==> src/rtl/seq_det_pkg.sv <==
// Shared definitions for the 111/000 sequence detector and its hit monitor.
// Holds the state encoding, polarity constants and default sizing.
package seq_det_pkg;

  typedef enum logic {
    IDLE = 1'b0,
    RUN  = 1'b1
  } state_e;

  localparam logic POL_ZERO = 1'b0;
  localparam logic POL_ONE  = 1'b1;

  localparam int unsigned DEF_CNT_W    = 8;
  localparam int unsigned DEF_BURST_W  = 4;
  localparam int unsigned DEF_ALARM_TH = 4;

endpackage

==> src/rtl/seq_hit_monitor_sat_counter.sv <==
// Saturating up-counter with synchronous clear; holds at all-ones.
// When clr and inc coincide the count restarts from zero, giving 1.
module sat_counter #(
  parameter int unsigned W = 8
) (
  input  logic         clk,
  input  logic         rst,
  input  logic         inc,
  input  logic         clr,
  output logic [W-1:0] q
);

  logic [W-1:0] q_q, q_d, base;

  always_comb begin
    base = clr ? '0 : q_q;
    q_d  = (inc && (base != '1)) ? base + 1'b1 : base;
  end

  always_ff @(posedge clk or negedge rst) begin
    if (!rst) q_q <= '0;
    else      q_q <= q_d;
  end

  assign q = q_q;

endmodule

==> src/rtl/seq_hit_monitor.sv <==
// Hit classifier and burst tracker fed by the Mealy 111/000 detector.
// Keeps saturating hit statistics, burst lengths and a sticky burst alarm.
module seq_hit_monitor
  import seq_det_pkg::*;
#(
  parameter int unsigned CNT_W    = DEF_CNT_W,
  parameter int unsigned BURST_W  = DEF_BURST_W,
  parameter int unsigned ALARM_TH = DEF_ALARM_TH
) (
  input  logic               clk,
  input  logic               rst,
  input  logic               x,
  input  logic               y,
  input  logic               clr,
  output logic [CNT_W-1:0]   hit_count,
  output logic [CNT_W-1:0]   ones_count,
  output logic [CNT_W-1:0]   zeros_count,
  output logic [BURST_W-1:0] burst_len,
  output logic [BURST_W-1:0] max_burst,
  output logic [BURST_W-1:0] last_burst,
  output logic               burst_done,
  output logic               burst_pol,
  output logic               alarm
);

  localparam logic [BURST_W-1:0] TH = BURST_W'(ALARM_TH);

  state_e             state_q, state_d;
  logic               pol_q, pol_d;
  logic [BURST_W-1:0] max_q, max_d;
  logic [BURST_W-1:0] last_q, last_d;
  logic               done_q, done_d;
  logic               alarm_q, alarm_d;
  logic               start, cont;
  logic [BURST_W-1:0] blen_nxt;
  logic               hit_ok;

  assign hit_ok = y & ~clr;

  sat_counter #(.W(CNT_W)) u_hit (
    .clk(clk), .rst(rst), .inc(hit_ok), .clr(clr), .q(hit_count)
  );

  sat_counter #(.W(CNT_W)) u_ones (
    .clk(clk), .rst(rst), .inc(hit_ok & x), .clr(clr), .q(ones_count)
  );

  sat_counter #(.W(CNT_W)) u_zeros (
    .clk(clk), .rst(rst), .inc(hit_ok & ~x), .clr(clr), .q(zeros_count)
  );

  // A burst start is expressed as clear-plus-increment so the counter lands on 1.
  sat_counter #(.W(BURST_W)) u_blen (
    .clk(clk), .rst(rst), .inc(start | cont), .clr(clr | start), .q(burst_len)
  );

  always_comb begin
    state_d = state_q;
    pol_d   = pol_q;
    max_d   = max_q;
    last_d  = last_q;
    done_d  = 1'b0;
    alarm_d = alarm_q;
    start   = 1'b0;
    cont    = 1'b0;

    if (clr) begin
      state_d = IDLE;
      pol_d   = POL_ZERO;
      max_d   = '0;
      last_d  = '0;
      alarm_d = 1'b0;
    end else begin
      unique case (state_q)
        IDLE: begin
          if (y) begin
            state_d = RUN;
            start   = 1'b1;
            pol_d   = x;
          end
        end
        RUN: begin
          if (!y) begin
            state_d = IDLE;
            last_d  = burst_len;
            done_d  = 1'b1;
          end else if (x == pol_q) begin
            cont = 1'b1;
          end else begin
            last_d = burst_len;
            done_d = 1'b1;
            start  = 1'b1;
            pol_d  = x;
          end
        end
      endcase
    end

    // Mirror of the burst counter's next value, needed for max and alarm.
    blen_nxt = burst_len;
    if (start)                            blen_nxt = BURST_W'(1);
    else if (cont && (burst_len != '1))   blen_nxt = burst_len + 1'b1;

    if (start || cont) begin
      if (blen_nxt > max_q) max_d   = blen_nxt;
      if (blen_nxt >= TH)   alarm_d = 1'b1;
    end
  end

  always_ff @(posedge clk or negedge rst) begin
    if (!rst) begin
      state_q <= IDLE;
      pol_q   <= POL_ZERO;
      max_q   <= '0;
      last_q  <= '0;
      done_q  <= 1'b0;
      alarm_q <= 1'b0;
    end else begin
      state_q <= state_d;
      pol_q   <= pol_d;
      max_q   <= max_d;
      last_q  <= last_d;
      done_q  <= done_d;
      alarm_q <= alarm_d;
    end
  end

  assign max_burst  = max_q;
  assign last_burst = last_q;
  assign burst_done = done_q;
  assign burst_pol  = pol_q;
  assign alarm      = alarm_q;

endmodule

==> config.mk <==
export PLATFORM = sky130hd
export DESIGN_NAME = seq_hit_monitor
export DESIGN_NICKNAME = d
export VERILOG_FILES = /design/src/rtl/seq_det_pkg.sv /design/src/rtl/seq_hit_monitor_sat_counter.sv /design/src/rtl/seq_hit_monitor.sv
export SDC_FILE = /design/constraint.sdc
export NUM_CORES = 1
export LEC_CHECK = 0
export CORE_UTILIZATION = 30
export CTS_CLUSTER_SIZE = 20
export DETAILED_ROUTE_END_ITERATION = 7
export PLACE_DENSITY = 0.53
export SYNTH_ARGS = -nofsm -noshare
export SYNTH_HDL_FRONTEND = slang
export SYNTH_SLANG_ARGS = --single-unit
==> constraint.sdc <==
create_clock -name clk -period 2.57 [get_ports clk]
set_input_delay 0.257 -clock clk [delete_from_list [all_inputs] [get_ports clk]]
set_output_delay 0.257 -clock clk [all_outputs]
set_load 0.02 [all_outputs]
==> results of run 1 <==
## sequential cells by signal (all words and copies together) (netlist names)
register	flops
alarm	1
state_q	1
last_burst	4
burst_pol	1
u_hit.q	8
u_blen.q	4
u_ones.q	8
burst_done	1
u_zeros.q	8
max_burst	4
## how the worst max path moves through the flow
stage,startpoint,endpoint,slack (ns),cells after the start
after floorplan,u_blen.q[1]$_DFF_PN0_,max_burst[1]$_DFF_PN0_,0.15,9
after CTS,u_blen.q[1]$_DFF_PN0_,max_burst[1]$_DFF_PN0_,0.16,9
final,u_blen.q[1]$_DFF_PN0_,max_burst[1]$_DFF_PN0_,0.16,9
after global routing,u_blen.q[1]$_DFF_PN0_,max_burst[1]$_DFF_PN0_,0.001,9
after detailed placement,x,max_burst[3]$_DFF_PN0_,-0.11,9
after global placement,clr,max_burst[1]$_DFF_PN0_,-0.06,10
## layout make-up
cell class	count	area, um2	share of cell area [%]
Clock buffer	7	96.3	3.18
Clock inverter	1	30.0	0.991
Multi-Input combinational cell	152	1110	36.7
Tap cell	99	124	4.09
Sequential cell	40	1000	33.0
Inverter	18	67.6	2.23
Timing Repair Buffer	66	598	19.7
## what timing repair did
item                       in CTS  in global routing
buffers inserted                0                  0
setup endpoints to repair       0                  4
resized for setup               0                  1
## logic make-up after synthesis
| family | Yosys count | synth area share, % |
|---|---|---|
| and+or+nand+nor | 76 | 18.9 |
| DFF | 40 | 44.8 |
| AOI/OAI and AO/OA | 34 | 11.4 |
| buffers and inverters | 28 | 5.32 |
| muxes | 19 | 9.08 |
| xor gates and xnor gates | 14 | 5.49 |
| adders and majority gates | 9 | 5.04 |
## per-stage QoR
| stage | TNS, ns | hold slack [ns] |
|---|---|---|
| floorplan | 0 | -0.0386 |
| global placement | -0.222 | 0.457 |
| detailed placement | -0.408 | 0.460 |
| CTS | 0 | 0.140 |
| global route | 0 | 0.171 |
| finish | 0 | 0.0852 |
## synth_stat cells (2+ instances only)
master / count
xor2_1: 3
buf_2: 5
and4_1: 2
o21ai_0: 2
and3_1: 4
a21oi_1: 11
clkbuf_1: 3
dfrtp_1: 40
and3b_1: 2
nand3_1: 7
inv_1: 18
o31ai_1: 5
mux2_2: 10
nor2_1: 18
nand2b_1: 10
or3_1: 3
ha_1: 9
nor2b_1: 10
and4b_1: 2
a311o_1: 2
nand4_1: 3
nand2_1: 9
xnor2_1: 11
a211oi_1: 3
or4_1: 4
mux2i_1: 9
## power groups by stage
stage / registers [mW] / clock network (mW) / logic [mW]
2_1_floorplan: 0.681 / 0 / 0.0723
3_3_place_gp: 0.666 / 0 / 0.169
3_5_place_dp: 0.666 / 0 / 0.171
4_1_cts: 0.653 / 0.591 / 0.171
5_1_grt: 0.656 / 0.626 / 0.187
6_report: 0.653 / 0.577 / 0.168
## metal layers
metal  wire length, um  vias up
met5                 0        -
met3               224        7
met4                58        0
li1                  -      890
met1              2430      824
met2              2230       36
==> flow_metrics.tcl, run 1 <==
set metrics [dict create \
    cellLeakagePower_nw 1.35 \
    fillers 744 \
    stdcell_count 383 \
    final_util_pct 42.0 \
    hold_path.class "in2async" \
    firstDrtPassIters 4 \
    ir_drop_mv 0.229 \
    finalInstanceArea_um2 3030 \
    hpwl_um 3580 \
    mostFrequentLayoutCells "clkdlybuf4s50_1 (42), dfrtp_1 (40), buf_4 (23)" \
    overflow 0 \
    p_per_area_nw_per_um2 462 \
    finalClockSkew_ns 0.00888 \
    wl_per_cell_um 12.9 \
    die_x_um 88.3 \
    rows 31 \
    grt_pass1_vias 1735 \
    power_frac_clock_pct 41.3 \
    crit_chain "ha_1 > nand3_1 > and4_1 > a22o_1 > ha_1 > nand3_1 > o22ai_1 > o221a_2 > mux2_2" \
    cts_root_buffer "clkbuf_8" \
    synth_edf_count 0 \
    pre_cts_ws_ns -0.108 \
    cp.arrival_ns 2.59 \
    synth_area_leaders "dfrtp_1 (45%), ha_1 (5.0%), mux2_2 (5.0%)" \
    status "finished clean" \
    finalSetupViolCount 0 \
    pwr-share-seq_pct 46.7 \
    final_common_cell "clkdlybuf4s50_1" \
    cpMaxStageDelayCell "dfrtp_1" \
    layout_worst_path_cycle_share_pct 93.9 \
    r2r_slack_ns 0.16 \
    synth_nets 234 \
    timing.final.max_slew_violations 0 \
    cap_violations 0 \
    switchingPower_uw 335 \
    synth_seq_cells 40 \
    clk_latency_ns 0.29 \
    top_usage_layer "met2" \
    initialDrtViolationCount 92 \
    yosysTopAreaCellShare_pct 44.8 \
    slew_headroom_pct 38.8 \
    hold_buffers 0 \
    grt_pass1_wl_um 8240 \
    synthCells 220 \
    fp.dieH_um 88.3 \
    internal-power_mw 1.06 \
    grt_max_degree 41 \
    wl_um 4940 \
    drive_above_1_share_pct 15.5 \
    r2r_start "u_blen.q[1]$_DFF_PN0_" \
    numCtsBuffers 5 \
    rsz0062_at_grt "false" \
    met3_usage_pct 3.45 \
    dieArea_um2 7790 \
    worst-path-max-fanout 4 \
    avgSynthCellArea_um2 10.2 \
    start_util_pct 31.0 \
    gr-usage-met2_pct 21.4 \
    io_pins 44 \
    dp_cells 375 \
    max_freq_mhz 414 \
    slowest_delay_ns 0.41 \
    worst_ep_required_time_ns 2.75 \
    vias 1757 \
    clock_sinks 40 \
    diodes 0 \
    switching_share_pct 23.9 \
    clockBufferDepth 2 \
    yosys.area.top_type "dfrtp_1" \
    fin_ws_ns 0.157 \
    syn2layout_area_growth_pct 35.7 \
    seq_area_frac_synth_pct 44.8 \
    drc 0 \
    nets 297 \
    viasPerCell 4.59 \
    worstMarginPinSlew_ns 0.918 \
    async_flop_share_pct 100 \
    grt_use_met1_pct 19.2 \
    synth.distinct_cells 41 \
    finalHoldViolations 0 \
    start_kind "flop" \
    grtUsageTotal_pct 13.8 \
    cts_max_level 2 \
    place_congestion 0.834 \
    antenna_found_initial 0 \
    ant_nets 0 \
    cts_tree "yes" \
    rr_worst_depth 9 \
    total_power_mw 1.40 \
    r2r-end "max_burst[1]$_DFF_PN0_" \
    worst-setup-path-type "reg2reg" \
    post_dp_cell_area_um2 2900 \
    cp.buffers_inverters 0 \
    synth_flop_cell "dfrtp_1" \
    path_clk_slew_ns 0.09 \
    port_buffers 43 \
    syn-cell-area_um2 2230 \
    core_um2 7210 \
    fin_crit_ns 2.41 \
    cp-end-kind "flop" \
    crit_family "compound AO/OA/AOI/OAI gates" \
    p_comb_share_pct 12.0 \
    yosysWarnings 0 \
]
(Power assumes the default switching activity.)
==> inputs of run 2 (changes only) <==
--- a/config.mk
+++ b/config.mk
@@ -5,10 +5,12 @@
 export SDC_FILE = /design/constraint.sdc
 export NUM_CORES = 1
 export LEC_CHECK = 0
+export CORE_ASPECT_RATIO = 1.75
 export CORE_UTILIZATION = 30
 export CTS_CLUSTER_SIZE = 20
 export DETAILED_ROUTE_END_ITERATION = 7
 export PLACE_DENSITY = 0.53
 export SYNTH_ARGS = -nofsm -noshare
 export SYNTH_HDL_FRONTEND = slang
+export SYNTH_HIERARCHICAL = 1
 export SYNTH_SLANG_ARGS = --single-unit
==> run 2 against run 1 <==
Compared with the run above: worst setup slack got worse by 0.0067 ns; register-to-register slack about the same; count of clock-buffer cells in the layout increased by 1; synthesized cell count decreased by 1.4%; critical path type unchanged.
==> flow_metrics.tcl, run 2 <==
set metrics [dict create \
    status "finished clean" \
    vias 1898 \
    core_um2 6960 \
    layout_worst_path_cycle_share_pct 94.1 \
    worstMarginPinSlew_ns 0.915 \
    drive_above_1_share_pct 16.0 \
    rr_worst_depth 9 \
    yosysTopAreaCellShare_pct 45.6 \
    finalHoldViolations 0 \
    yosysMostFrequentCell "dfrtp_1" \
    overflow 0 \
    fin_crit_ns 2.42 \
    slew_headroom_pct 39.0 \
    cts_tree "yes" \
    synth_flop_cell "dfrtp_1" \
    seq_area_frac_synth_pct 45.6 \
    synth_edf_count 0 \
    cap_violations 0 \
    viasPerCell 5.29 \
    die_x_um 66.7 \
    post_cts_buffers 0 \
    avgSynthCellArea_um2 10.1 \
    hpwl_um 3740 \
    timing.final.max_slew_violations 0 \
    dp_cells 351 \
    clockBufferDepth 2 \
    start_kind "flop" \
    synth_nets 228 \
    diodes 0 \
    cts_max_level 2 \
    syn2layout_area_growth_pct 34.3 \
    clk_latency_ns 0.28 \
    rows 40 \
    grt_pass1_vias 1891 \
    final_common_cell "clkdlybuf4s50_1" \
    fp.dieH_um 115 \
    place_congestion 0.760 \
    cp.arrival_ns 2.59 \
    cp-end-kind "flop" \
    yosysWarnings 6 \
    port_buffers 43 \
    cellLeakagePower_nw 1.31 \
    wl_per_cell_um 15.2 \
    r2r_start "u_blen/q[0]$_DFF_PN0_" \
    synth_seq_cells 40 \
    nets 285 \
    p_per_area_nw_per_um2 489 \
    finalClockSkew_ns 0.00465 \
    drc 0 \
    synth_area_leaders "dfrtp_1 (46%), a21oi_1 (5.0%), ha_1 (3.4%)" \
    r2r_slack_ns 0.15 \
    async_flop_share_pct 100 \
    worst-path-max-fanout 4 \
    grt_pass1_wl_um 9050 \
    grtUsageTotal_pct 15.5 \
    stdcell_count 359 \
    antenna_found_initial 0 \
    start_util_pct 31.6 \
    dieArea_um2 7680 \
    io_pins 44 \
    worst-setup-path-type "reg2reg" \
    cpMaxStageDelayCell "dfrtp_1" \
    worst_ep_required_time_ns 2.74 \
    r2r-end "max_burst[3]$_DFF_PN0_" \
    ir_drop_mv 0.503 \
    slowest_delay_ns 0.36 \
    timing.critical_path.from "u_blen/q[0]$_DFF_PN0_" \
    grt_max_degree 41 \
    synth.distinct_cells 45 \
    firstDrtPassIters 4 \
    mostFrequentLayoutCells "clkdlybuf4s50_1 (42), dfrtp_1 (40), a21oi_1 (22)" \
    initialDrtViolationCount 115 \
    ant_nets 0 \
    cts_root_buffer "clkbuf_16" \
    path_clk_slew_ns 0.06 \
    max_freq_mhz 413 \
    hold_path.class "in2async" \
    syn-cell-area_um2 2200 \
    clock_sinks 40 \
    yosys.area.top_type "dfrtp_1" \
    rsz0062_at_grt "false" \
    numCtsBuffers 5 \
    wl_um 5440 \
    synthTopCellsByCount "dfrtp_1 (40), a21oi_1 (22), nor2_1 (16)" \
    synthCells 217 \
    total_power_mw 1.44 \
    finalSetupViolCount 0 \
    crit_chain "ha_2 > nand3_1 > and4_4 > a22o_1 > ha_1 > nor2b_1 > o211ai_1 > a21oi_2 > mux2_2" \
]
## run 2: cell types whose count changed after synthesis, moves of 4 or more
cell      delta
nor2b_1      -7
or4_1        -4
nand2b_1     -7
xnor2_1      -9
a21oi_1     +11
inv_1        -6
a31oi_1      +8
mux2_2       -7
nor3_1       +9
## run 2: power breakdown
group / switching (mW) / internal [mW] / leakage (nW)
Sequential: 0.0197 / 0.642 / 0.551
Combinational: 0.0859 / 0.0679 / 0.684
Clock: 0.240 / 0.387 / 0.0712
Total: 0.346 / 1.10 / 1.31
## run 2: layer usage
layer	up-vias	track usage, %	share of wire, %
met2	48	26.5	53
li1	920	-	-
met4	0	7.09	2.1
met1	921	18.2	41
met3	9	3.27	3.6
met5	-	0	0
## run 2: cells by family (layout without fill, tap and decap cells)
group	Yosys count	after routing	share of synthesized area (%)
compound gates	54	54	15.8
fa+ha+maj	6	6	3.42
mux	12	12	6.09
buf+inv	21	79	4.16
flops	40	40	45.6
simple gates	81	81	23.7
xor+xnor	3	3	1.20
## run 2: through the flow
step | cell area (um2) | setup WS [ns] | TNS (ns) | hold WS, ns | utilization (%)
2_1_floorplan | 2200 | 0.0469 | 0 | -0.0386 | -
3_3_place_gp | 2800 | -0.0719 | -0.174 | 0.465 | 40.3
3_5_place_dp | 2800 | -0.103 | -0.309 | 0.467 | 40.3
4_1_cts | 2950 | 0.110 | 0 | 0.155 | 42.4
5_1_grt | 2950 | 0.0274 | 0 | 0.214 | 42.4
6_report | 2950 | 0.151 | 0 | 0.105 | 42.4
## run 2: layout make-up
type | instances | area [um2]
fill | 680 | 4010
inverter | 12 | 45.0
multi-input combinational | 156 | 1110
tap | 84 | 105
clock buffer | 8 | 146
timing repair buffer | 59 | 546
sequential | 40 | 1000
## run 2: what timing repair did
| item | 4_1_cts | 5_1_grt |
|---|---|---|
| endpoints found under the setup margin | 0 | 2 |
| endpoints found under the hold margin | 0 | 0 |
| hold buffers | 0 | 0 |
| resized for setup | 0 | 1 |
## run 2: worst max path at each step
stage | cells past startpoint | end | slack (ns)
after floorplan | 9 | max_burst[2]$_DFF_PN0_ | 0.05
after global placement | 10 | max_burst[3]$_DFF_PN0_ | -0.07
after detailed placement | 10 | max_burst[2]$_DFF_PN0_ | -0.10
after CTS | 9 | max_burst[3]$_DFF_PN0_ | 0.11
after global routing | 9 | max_burst[2]$_DFF_PN0_ | 0.03
final | 9 | max_burst[3]$_DFF_PN0_ | 0.15
## run 2: critical path, delay by kind of cell (launching register included)
| kind | cells | cell delay [ns] |
|---|---|---|
| and+or+nand+nor | 3 | 0.46 |
| AOI/OAI and AO/OA | 3 | 0.61 |
| adders and majority gates | 2 | 0.52 |
| muxes | 1 | 0.36 |
| DFF | 1 | 0.36 |
